**src/rtl/elevator_pkg.sv**
```systemverilog
// Shared types and motor codes for the elevator car controller and its call scanner.
package elevator_pkg;

  typedef enum logic [1:0] {
    IDLE      = 2'd0,
    MOVE_UP   = 2'd1,
    MOVE_DN   = 2'd2,
    DOOR_OPEN = 2'd3
  } state_t;

  typedef enum logic {
    DIR_UP = 1'b0,
    DIR_DN = 1'b1
  } dir_t;

  localparam logic [1:0] MOTOR_STOP = 2'b00;
  localparam logic [1:0] MOTOR_UP   = 2'b01;
  localparam logic [1:0] MOTOR_DN   = 2'b10;

endpackage

```
**src/rtl/elevator_call_scan.sv**
```systemverilog
// Combinational scan of the latched calls relative to one evaluation floor:
// calls above/below/at the floor and whether a car arriving there must stop.
module elevator_call_scan #(
  parameter int NUM_FLOORS = 11,
  parameter int FW         = $clog2(NUM_FLOORS)
) (
  input  logic [NUM_FLOORS-1:0] pend_up_i,
  input  logic [NUM_FLOORS-1:0] pend_dn_i,
  input  logic [NUM_FLOORS-1:0] pend_car_i,
  input  logic [FW-1:0]         floor_i,
  output logic                  above_o,
  output logic                  below_o,
  output logic                  here_o,
  output logic                  stop_up_o,
  output logic                  stop_dn_o
);

  localparam logic [FW-1:0] TOP_FLOOR = FW'(NUM_FLOORS - 1);

  logic [NUM_FLOORS-1:0] any_w;
  logic [NUM_FLOORS-1:0] above_mask;
  logic [NUM_FLOORS-1:0] below_mask;
  logic [NUM_FLOORS-1:0] at_mask;

  assign any_w = pend_up_i | pend_dn_i | pend_car_i;

  for (genvar gi = 0; gi < NUM_FLOORS; gi++) begin : g_mask
    localparam logic [FW-1:0] FI = FW'(gi);
    assign above_mask[gi] = (FI > floor_i);
    assign below_mask[gi] = (FI < floor_i);
    assign at_mask[gi]    = (FI == floor_i);
  end

  assign above_o = |(any_w & above_mask);
  assign below_o = |(any_w & below_mask);
  assign here_o  = |(any_w & at_mask);

  // An opposite-direction hall call only stops the car when nothing lies further on.
  assign stop_up_o = (|((pend_car_i | pend_up_i) & at_mask))
                   | ((|(pend_dn_i & at_mask)) & ~above_o)
                   | (floor_i == TOP_FLOOR);
  assign stop_dn_o = (|((pend_car_i | pend_dn_i) & at_mask))
                   | ((|(pend_up_i & at_mask)) & ~below_o)
                   | (floor_i == '0);

endmodule

```
**src/rtl/elevator_car_ctrl.sv**
```systemverilog
// Single-car SCAN controller with latched hall/car calls, travel and door timers.
// Optional emergency stop input enabled by defining ELEV_CAR_ESTOP_EN.
module elevator_car_ctrl
  import elevator_pkg::*;
#(
  parameter int NUM_FLOORS    = 11,
  parameter int TRAVEL_CYCLES = 4,
  parameter int DOOR_CYCLES   = 8,
  parameter int FW            = $clog2(NUM_FLOORS)
) (
  input  logic                  clk,
  input  logic                  rst,
`ifdef ELEV_CAR_ESTOP_EN
  input  logic                  estop,
`endif
  input  logic [NUM_FLOORS-1:0] hall_up_req,
  input  logic [NUM_FLOORS-1:0] hall_dn_req,
  input  logic [NUM_FLOORS-1:0] car_req,
  output logic [1:0]            motor_signal,
  output logic [FW-1:0]         cur_floor,
  output logic                  door_open,
  output logic [NUM_FLOORS-1:0] pend_up,
  output logic [NUM_FLOORS-1:0] pend_dn,
  output logic [NUM_FLOORS-1:0] pend_car
);

  localparam int TW = (TRAVEL_CYCLES > 1) ? $clog2(TRAVEL_CYCLES) : 1;
  localparam int DW = (DOOR_CYCLES > 1) ? $clog2(DOOR_CYCLES) : 1;
  localparam logic [FW-1:0]         TOP_FLOOR   = FW'(NUM_FLOORS - 1);
  localparam logic [TW-1:0]         TRAVEL_LAST = TW'(TRAVEL_CYCLES - 1);
  localparam logic [DW-1:0]         DOOR_LAST   = DW'(DOOR_CYCLES - 1);
  localparam logic [NUM_FLOORS-1:0] ONE_HOT0    = NUM_FLOORS'(1);
  localparam logic [NUM_FLOORS-1:0] UP_VALID    = ~(ONE_HOT0 << (NUM_FLOORS - 1));
  localparam logic [NUM_FLOORS-1:0] DN_VALID    = ~ONE_HOT0;

  state_t                state_q;
  dir_t                  dir_q;
  logic [FW-1:0]         cur_floor_q;
  logic [1:0]            motor_q;
  logic                  door_q;
  logic [TW-1:0]         travel_cnt_q;
  logic [DW-1:0]         door_cnt_q;
  logic [NUM_FLOORS-1:0] pend_up_q, pend_dn_q, pend_car_q;
  logic [NUM_FLOORS-1:0] pend_up_d, pend_dn_d, pend_car_d;

  logic                  run;
  logic [NUM_FLOORS-1:0] up_req, dn_req;
  logic [FW-1:0]         eval_floor;
  logic [NUM_FLOORS-1:0] eval_oh;
  logic                  above, below, here, stop_up, stop_dn;
  logic                  travel_tc, door_tc, door_entry, door_hold, beyond, restart;
  logic [NUM_FLOORS-1:0] car_mask, up_mask, dn_mask;
  logic [NUM_FLOORS-1:0] clr_car, clr_up, clr_dn;

`ifdef ELEV_CAR_ESTOP_EN
  assign run          = ~estop;
  // The motor drops immediately on estop rather than a cycle later.
  assign motor_signal = run ? motor_q : MOTOR_STOP;
`else
  assign run          = 1'b1;
  assign motor_signal = motor_q;
`endif

  assign cur_floor = cur_floor_q;
  assign door_open = door_q;
  assign pend_up   = pend_up_q;
  assign pend_dn   = pend_dn_q;
  assign pend_car  = pend_car_q;

  assign up_req = hall_up_req & UP_VALID;
  assign dn_req = hall_dn_req & DN_VALID;

  // While moving, the scanner looks at the floor about to be reached.
  always_comb begin
    eval_floor = cur_floor_q;
    if (state_q == MOVE_UP && cur_floor_q != TOP_FLOOR) begin
      eval_floor = cur_floor_q + FW'(1);
    end else if (state_q == MOVE_DN && cur_floor_q != '0) begin
      eval_floor = cur_floor_q - FW'(1);
    end
  end

  assign eval_oh = ONE_HOT0 << eval_floor;

  elevator_call_scan #(
    .NUM_FLOORS (NUM_FLOORS),
    .FW         (FW)
  ) u_scan (
    .pend_up_i  (pend_up_q),
    .pend_dn_i  (pend_dn_q),
    .pend_car_i (pend_car_q),
    .floor_i    (eval_floor),
    .above_o    (above),
    .below_o    (below),
    .here_o     (here),
    .stop_up_o  (stop_up),
    .stop_dn_o  (stop_dn)
  );

  assign travel_tc  = (travel_cnt_q == TRAVEL_LAST);
  assign door_tc    = (door_cnt_q == DOOR_LAST);
  assign door_hold  = run && (state_q == DOOR_OPEN);
  assign beyond     = (dir_q == DIR_UP) ? above : below;
  assign door_entry = run && ((state_q == IDLE && here)
                           || (state_q == MOVE_UP && travel_tc && stop_up)
                           || (state_q == MOVE_DN && travel_tc && stop_dn));

  always_comb begin
    car_mask   = door_hold ? eval_oh : '0;
    up_mask    = (door_hold && dir_q == DIR_UP) ? eval_oh : '0;
    dn_mask    = (door_hold && dir_q == DIR_DN) ? eval_oh : '0;
    restart    = |((car_req & car_mask) | (up_req & up_mask) | (dn_req & dn_mask));
    clr_car    = door_entry ? eval_oh : '0;
    clr_up     = (door_entry && (dir_q == DIR_UP || !beyond)) ? eval_oh : '0;
    clr_dn     = (door_entry && (dir_q == DIR_DN || !beyond)) ? eval_oh : '0;
    pend_car_d = (pend_car_q | (car_req & ~car_mask)) & ~clr_car;
    pend_up_d  = (pend_up_q  | (up_req  & ~up_mask))  & ~clr_up;
    pend_dn_d  = (pend_dn_q  | (dn_req  & ~dn_mask))  & ~clr_dn;
  end

  always_ff @(posedge clk or negedge rst) begin
    if (!rst) begin
      state_q      <= IDLE;
      dir_q        <= DIR_UP;
      cur_floor_q  <= '0;
      motor_q      <= MOTOR_STOP;
      door_q       <= 1'b0;
      travel_cnt_q <= '0;
      door_cnt_q   <= '0;
      pend_up_q    <= '0;
      pend_dn_q    <= '0;
      pend_car_q   <= '0;
    end else begin
      pend_up_q  <= pend_up_d;
      pend_dn_q  <= pend_dn_d;
      pend_car_q <= pend_car_d;
      if (run) begin
        case (state_q)
          IDLE: begin
            if (here) begin
              state_q    <= DOOR_OPEN;
              door_q     <= 1'b1;
              door_cnt_q <= '0;
              motor_q    <= MOTOR_STOP;
            end else if (above && (dir_q == DIR_UP || !below)) begin
              state_q      <= MOVE_UP;
              dir_q        <= DIR_UP;
              motor_q      <= MOTOR_UP;
              travel_cnt_q <= '0;
            end else if (below) begin
              state_q      <= MOVE_DN;
              dir_q        <= DIR_DN;
              motor_q      <= MOTOR_DN;
              travel_cnt_q <= '0;
            end
          end
          MOVE_UP, MOVE_DN: begin
            if (travel_tc) begin
              travel_cnt_q <= '0;
              cur_floor_q  <= eval_floor;
              if ((state_q == MOVE_UP) ? stop_up : stop_dn) begin
                state_q    <= DOOR_OPEN;
                motor_q    <= MOTOR_STOP;
                door_q     <= 1'b1;
                door_cnt_q <= '0;
              end
            end else begin
              travel_cnt_q <= travel_cnt_q + TW'(1);
            end
          end
          DOOR_OPEN: begin
            if (restart) begin
              door_cnt_q <= '0;
            end else if (door_tc) begin
              state_q    <= IDLE;
              door_q     <= 1'b0;
              door_cnt_q <= '0;
            end else begin
              door_cnt_q <= door_cnt_q + DW'(1);
            end
          end
          default: state_q <= IDLE;
        endcase
      end
    end
  end

endmodule

```
**config.mk**
```make
export PLATFORM = sky130hd
export DESIGN_NAME = elevator_car_ctrl
export DESIGN_NICKNAME = d
export VERILOG_FILES = /design/src/rtl/elevator_pkg.sv /design/src/rtl/elevator_call_scan.sv /design/src/rtl/elevator_car_ctrl.sv
export SDC_FILE = /design/constraint.sdc
export NUM_CORES = 1
export LEC_CHECK = 0
export BUFFER_PORTS_ARGS = -buffer_cell sky130_fd_sc_hd__clkbuf_2
export CAP_MARGIN = 30
export CORE_MARGIN = 5
export CORE_UTILIZATION = 30
export CTS_BUF_LIST = sky130_fd_sc_hd__clkbuf_16
export CTS_CLUSTER_DIAMETER = 80
export DETAILED_ROUTE_END_ITERATION = 16
export HOLD_SLACK_MARGIN = 0.02
export PLACE_DENSITY_LB_ADDON = 0.08
export SYNTH_ARGS = -nofsm -noshare
export SYNTH_HDL_FRONTEND = slang
export SYNTH_SLANG_ARGS = --single-unit
```
**constraint.sdc**
```tcl
create_clock -name clk -period 4.8 [get_ports clk]
set_input_delay 0.48 -clock clk [delete_from_list [all_inputs] [get_ports clk]]
set_output_delay 0.48 -clock clk [all_outputs]
set_load 0.02 [all_outputs]
```
==> results of run 1 <==
-- final cells by class --
type	count	area (sq um)	area share [%]
inverters	19	71.3	1.49
multi-input cells	376	2580	54.0
clock buffers	5	125	2.61
well taps	176	220	4.60
repair buffers	93	543	11.3
flip-flops and latches	48	1200	25.1
clock inverters	3	42.5	0.889
-- power by group --
group / internal [uW] / total [uW] / switching [uW]
clock: 246 / 424 / 178
sequential: 467 / 558 / 90.2
combinational: 759 / 2110 / 1350
total: 1470 / 3090 / 1620
-- cell usage in the layout (no fill, tap or decap), types with 4 or more instances in the layout --
cell	netlist	final
clkbuf_2	0	72
a21oi_1	62	62
nand2_1	57	57
dfrtp_1	48	48
a31oi_1	25	25
nor2_1	22	22
o21ai_0	19	19
buf_4	1	19
inv_1	18	18
nor3_1	16	16
o211ai_1	13	13
ha_1	12	12
nand2b_1	7	7
o221ai_1	7	7
nand3_1	7	7
o21ai_1	6	6
or3_1	6	6
a211oi_1	6	6
o31ai_1	5	5
o22a_1	5	5
a222oi_1	5	5
clkbuf_16	0	5
a211oi_2	4	4
nand4_1	4	4
-- flip-flops by register name, summed over array words and instances (netlist names) --
| name | flops |
|---|---|
| pend_car | 11 |
| pend_dn | 11 |
| pend_up | 11 |
| cur_floor | 4 |
| door_cnt_q | 3 |
| motor_signal | 2 |
| state_q | 2 |
| travel_cnt_q | 2 |
| dir_q | 1 |
| door_open | 1 |
-- per-stage QoR --
step | instances | power [uW]
2_1_floorplan | 466 | 1980
3_3_place_gp | 712 | 2630
3_5_place_dp | 712 | 2630
4_1_cts | 720 | 3070
5_1_grt | 720 | 3290
6_report | 720 | 3090
-- how the worst max path moves through the flow --
| stage | start | to | slack, ns | cells past startpoint |
|---|---|---|---|---|
| 2_1_floorplan | cur_floor[0]$_DFFE_PN0P_ | state_q[0]$_DFFE_PN0P_ | 0.65 | 13 |
| 3_3_place_gp | state_q[0]$_DFFE_PN0P_ | state_q[0]$_DFFE_PN0P_ | 0.50 | 12 |
| 3_5_place_dp | state_q[1]$_DFFE_PN0P_ | door_cnt_q[0]$_DFFE_PN0P_ | 0.46 | 13 |
| 4_1_cts | state_q[1]$_DFFE_PN0P_ | door_cnt_q[0]$_DFFE_PN0P_ | 0.42 | 13 |
| 5_1_grt | state_q[0]$_DFFE_PN0P_ | door_cnt_q[0]$_DFFE_PN0P_ | 0.08 | 13 |
| 6_report | state_q[1]$_DFFE_PN0P_ | state_q[1]$_DFFE_PN0P_ | 0.34 | 13 |
-- synth_stat cells (3+ instances only) --
cell type	n	area [sq um]
a211oi_2	4	50.1
o211ai_1	13	97.6
clkbuf_1	3	11.3
a211o_1	3	26.3
nor2_1	22	82.6
mux2_1	3	33.8
a21o_1	3	22.5
a211oi_1	6	45.0
inv_1	18	67.6
or2_2	3	18.8
and2_1	3	18.8
o31ai_1	5	37.5
a21oi_1	62	310
o221ai_1	7	61.3
or3_1	6	37.5
ha_1	12	150
a31oi_1	25	156
dfrtp_1	48	1200
nand2b_1	7	43.8
mux2i_1	3	30.0
buf_2	16	80.1
o22ai_2	3	37.5
nand2_1	57	214
nand3_1	7	35.0
o21ai_0	19	95.1
and3_1	3	18.8
a222oi_1	5	50.1
nand4_1	4	25.0
o21ai_1	6	30.0
o22a_1	5	43.8
nor3_1	16	80.1
o32ai_1	3	26.3
mux2_2	3	33.8
-- cells by family after synthesis --
group           count (synthesis)  share of synthesized area (%)
fa+ha+maj                      12                           3.79
compound gates                201                           36.5
buf+inv                        42                           4.77
flops                          48                           30.3
mux                            12                           3.79
simple gates                  150                           20.6
xor+xnor                        1                          0.221
-- per-layer routing --
metal / vias to the layer above / wire length (microns)
met5: - / 0
met4: 0 / 320
met3: 21 / 831
met2: 153 / 7570
met1: 2118 / 7580
li1: 1968 / -
==> impl_metrics.json, run 1 <==
{
  "fillers": 1376,
  "tns_ns": 0,
  "num-nets-final": 590,
  "arrival_ns": 4.65,
  "ant_nets": 0,
  "grt.total_usage_pct": 20.9,
  "grt_max_degree": 49,
  "die_w_microns": 125,
  "critPathTopFamily": "compound AO/OA/AOI/OAI gates",
  "syn_area_sq_um": 3960,
  "vias": 4260,
  "core_region_area_sq_um": 13100,
  "rows": 42,
  "r2r_cells": 13,
  "grt_use_met2_pct": 33.0,
  "drc": 0,
  "relSlewSlack_pct": 35.8,
  "ys.flop_type": "dfrtp_1",
  "overflow": 0,
  "tritoncts": "yes",
  "synthCells": 466,
  "cts_buffers": 5,
  "clkTransAtPathRegs_ns": 0.07,
  "startpoint_type": "register",
  "ys_seq_area_share_pct": 30.3,
  "avgSynthCellArea_sq_um": 8.50,
  "worst_slack_ns": 0.342,
  "async_flop_share_pct": 100,
  "first_global_vias": 4160,
  "tightest_slew_ns": 0.959,
  "placed_area_sq_um": 4620,
  "grt_first_pass_wirelength_mm": 25.5,
  "grt_antenna_before_repair": 0,
  "die_height_microns": 125,
  "post-dp-hpwl_mm": 12.2,
  "status": "complete, no violations",
  "period_needed_ns": 4.46,
  "antenna_cells": 0,
  "port_buffers": 72,
  "yosys_warnings": 0,
  "fmax_ghz": 0.224,
  "synth_edf_count": 0,
  "fin_area_sq_um": 4790,
  "ir_drop_mv": 0.270,
  "pre_cts_ws_ns": 0.465,
  "crit_buf_inv": 2,
  "insertion_delay_ns": 0.30,
  "crit_slowest_cell": "or3b_2",
  "end_kind": "register",
  "hold_viol": 0,
  "fin_crit_sh_pct": 92.9,
  "r2r-start": "state_q[1]$_DFFE_PN0P_",
  "cts_root_buffer": "clkbuf_16",
  "maxCapViolCount": 0,
  "syn-num-nets": 513,
  "met3_usage_pct": 3.95,
  "synth_cell_types": 80,
  "cts_setup_buffers": 0,
  "initial_core_util_pct": 30.3,
  "setup_viol": 0,
  "top_usage_layer": "met2",
  "io_pins": 75,
  "cp.required_ns": 4.99,
  "worstPathCellList": "inv_1 -> ha_1 -> or3b_2 -> o31ai_1 -> o22a_1 -> buf_4 -> a21oi_1 -> o21ai_0 -> o2111a_1 -> a211oi_1 -> o31ai_4 -> and3_4 -> mux2_4",
  "final_util_pct": 36.6,
  "dr.pass1.iters": 8,
  "gp_routability_congestion": 0.882,
  "vias_per_cell": 5.92,
  "post_cts_resized": 0,
  "clock_skew_ns": 0.00291,
  "cpPeakStageDelay_ns": 0.54,
  "rsz0062_at_grt": "false",
  "report.final.slew_viol_count": 0,
  "area_growth_pct": 20.8,
  "synth_seq_cells": 48,
  "ctsHoldBuffers": 0,
  "p_leak_uw": 0.00182,
  "p_per_area_nw_per_um2": 646,
  "ff2ff_setup_slack_ns": 0.34,
  "whs_ns": 0.283,
  "wl_mm": 16.3,
  "clock_path_buffers": 2,
  "crit_fanout": 10,
  "cts.htree.levels": 2,
  "drt_iter0_drc": 406,
  "timing.rr.end": "state_q[1]$_DFFE_PN0P_",
  "wl_per_cell_microns": 22.7,
  "die-area_sq_um": 15600,
  "hp-class": "in2async",
  "grtUsageMet1_pct": 29.1,
  "drive_gt1_share_pct": 25.4,
  "clock_sinks": 48,
  "critical_path_class": "reg2reg"
}
No activity file was read; power rests on OpenSTA's default activity.
==> run 2, diff against run 1 <==
- BUFFER_PORTS_ARGS: -buffer_cell sky130_fd_sc_hd__clkbuf_2 -> unset
- CAP_MARGIN: 30 -> unset
- DONT_BUFFER_PORTS: unset -> 1
- PLACE_DENSITY_LB_ADDON: 0.08 -> unset
==> run 2 against run 1 <==
Critical path depth fell by 1. Hold slack got worse by 0.25 ns. Combinational power fell by 8%. Routed wire length fell by 6.5%. Clock power fell by 16%. Sequential power rose by 8.2%. Sequential share of layout area rose by 2.2 points. Setup slack improved by 0.046 ns. Maximum frequency rose by 1.0%. Largest power group unchanged. Highest routed layer unchanged.
==> impl_metrics.json, run 2 (same netlist as run 1, synthesis figures left out) <==
{
  "status": "complete, no violations",
  "post-dp-hpwl_mm": 11.7,
  "clkPwrFrac_pct": 12.2,
  "io_pins": 75,
  "setup_viol": 0,
  "wl_mm": 15.3,
  "drt_iter0_drc": 339,
  "drive_gt1_share_pct": 14.0,
  "area_growth_pct": 11.1,
  "cts_setup_buffers": 0,
  "clock_sinks": 48,
  "die_w_microns": 125,
  "antenna_cells": 0,
  "ant_nets": 0,
  "post_cts_resized": 0,
  "intPower_uw": 1370,
  "p_leak_uw": 0.00153,
  "gp_routability_congestion": 0.995,
  "layout_common_cells": "a21oi_1 (62), nand2_1 (57), dfrtp_1 (48), a31oi_1 (25), nor2_1 (22)",
  "clock_path_buffers": 2,
  "cp.required_ns": 4.98,
  "wl_per_cell_microns": 23.5,
  "die-area_sq_um": 15600,
  "grtUsageMet1_pct": 25.4,
  "overflow": 0,
  "p_per_area_nw_per_um2": 659,
  "num-nets-final": 519,
  "insertion_delay_ns": 0.30,
  "tns_ns": 0,
  "grt.total_usage_pct": 19.3,
  "fillers": 1330,
  "die_height_microns": 125,
  "dr.pass1.iters": 5,
  "crit_start": "state_q[1]$_DFFE_PN0P_",
  "core_region_area_sq_um": 13100,
  "port_buffers": 0,
  "maxCapViolCount": 0,
  "hp-class": "in2async",
  "vias": 4007,
  "clock_skew_ns": 0.00573,
  "cts_root_buffer": "clkbuf_16",
  "drc": 0,
  "grt_use_met2_pct": 32.3,
  "crit_fanout": 13,
  "hold_viol": 0,
  "rsz0062_at_grt": "false",
  "initial_core_util_pct": 30.3,
  "ctsHoldBuffers": 1,
  "met3_usage_pct": 3.99,
  "fmax_ghz": 0.227,
  "top_usage_layer": "met2",
  "first_global_vias": 3988,
  "tritoncts": "yes",
  "r2r-start": "state_q[1]$_DFFE_PN0P_",
  "startpoint_type": "register",
  "ir_drop_mv": 0.192,
  "period_needed_ns": 4.41,
  "tightest_slew_ns": 0.919,
  "grt_first_pass_wirelength_mm": 24.1,
  "swShare_pct": 52.9,
  "relSlewSlack_pct": 38.5,
  "cts_buffers": 5,
  "rows": 42,
  "seq_power_share_pct": 20.8,
  "p_sw_uw": 1530,
  "p_comb_share_pct": 67.0,
  "arrival_ns": 4.59,
  "clkTransAtPathRegs_ns": 0.07,
  "whs_ns": 0.0314,
  "vias_per_cell": 6.17,
  "fin_crit_sh_pct": 91.9,
  "cts.htree.levels": 2,
  "report.final.slew_viol_count": 0,
  "grt_antenna_before_repair": 0,
  "layout.cells.most_common": "a21oi_1",
  "end_kind": "register",
  "critical_path_class": "reg2reg",
  "grt_max_degree": 49
}
[run 2: changes by cell type in the layout (fill, tap and decap cells not counted)]
cell and change:
buf_12 -2, buf_4 +2, clkinv_4 -1, clkbuf_2 -72
inv_1 +1, bufinv_16 -1, clkinvlp_4 +1, buf_16 +1
[run 2: power by group through the flow]
stage,Clock (uW),Sequential [uW],Combinational (uW)
6_report,355,604,1940
5_1_grt,373,614,2110
4_1_cts,359,602,1910
3_5_place_dp,0,611,1890
3_3_place_gp,0,609,1880
2_1_floorplan,0,587,1390
[run 2: final timing paths]
path | to | slack, ns | depth (start not counted)
max | door_cnt_q[0]$_DFFE_PN0P_ | 0.39 | 12
min | state_q[0]$_DFFE_PN0P_ | 0.03 | 1
max reg2reg | door_cnt_q[0]$_DFFE_PN0P_ | 0.39 | 12
min reg2reg | travel_cnt_q[1]$_DFFE_PN0P_ | 0.53 | 2
max in group asynchronous | pend_dn[7]$_DFF_PN0_ | 4.54 | 1
min in group clk | pend_dn[2]$_DFF_PN0_ | 0.37 | 2
[run 2: stage by stage]
step | area, sq um | power, uW | utilization, % | setup WS, ns | std cells
2_1_floorplan | 3960 | 1980 | - | 0.650 | 466
3_3_place_gp | 4230 | 2490 | 32.4 | 0.530 | 640
3_5_place_dp | 4230 | 2500 | 32.4 | 0.461 | 640
4_1_cts | 4400 | 2870 | 33.6 | 0.437 | 649
5_1_grt | 4400 | 3100 | 33.6 | 0.179 | 649
6_report | 4400 | 2900 | 33.6 | 0.388 | 649
[run 2: final cells by class]
type                    count  area, sq um  share of cell area, %
multi-input cells         376         2580                   58.7
well taps                 176          220                   5.00
clock inverters             3         15.0                  0.341
clock buffers               5          125                   2.84
inverters                  19         71.3                   1.62
flip-flops and latches     48         1200                   27.3
repair buffers             22          185                   4.21
[run 2: worst max-delay path, stage by stage (launching register included)]
cell      delay, ns
dfrtp_1        0.43
inv_1          0.10
ha_1           0.31
or3b_2         0.56
o31ai_1        0.51
o22a_1         0.59
nand3_1        0.14
a32oi_1        0.26
o2111a_1       0.35
a211oi_1       0.15
o31ai_4        0.31
and2_4         0.25
mux2_1         0.32
[run 2: metal layers]
metal	share of wire, %	vias to the layer above
li1	-	1829
met1	42	1984
met2	48	173
met3	8.2	21
met4	2.2	0
met5	0	-
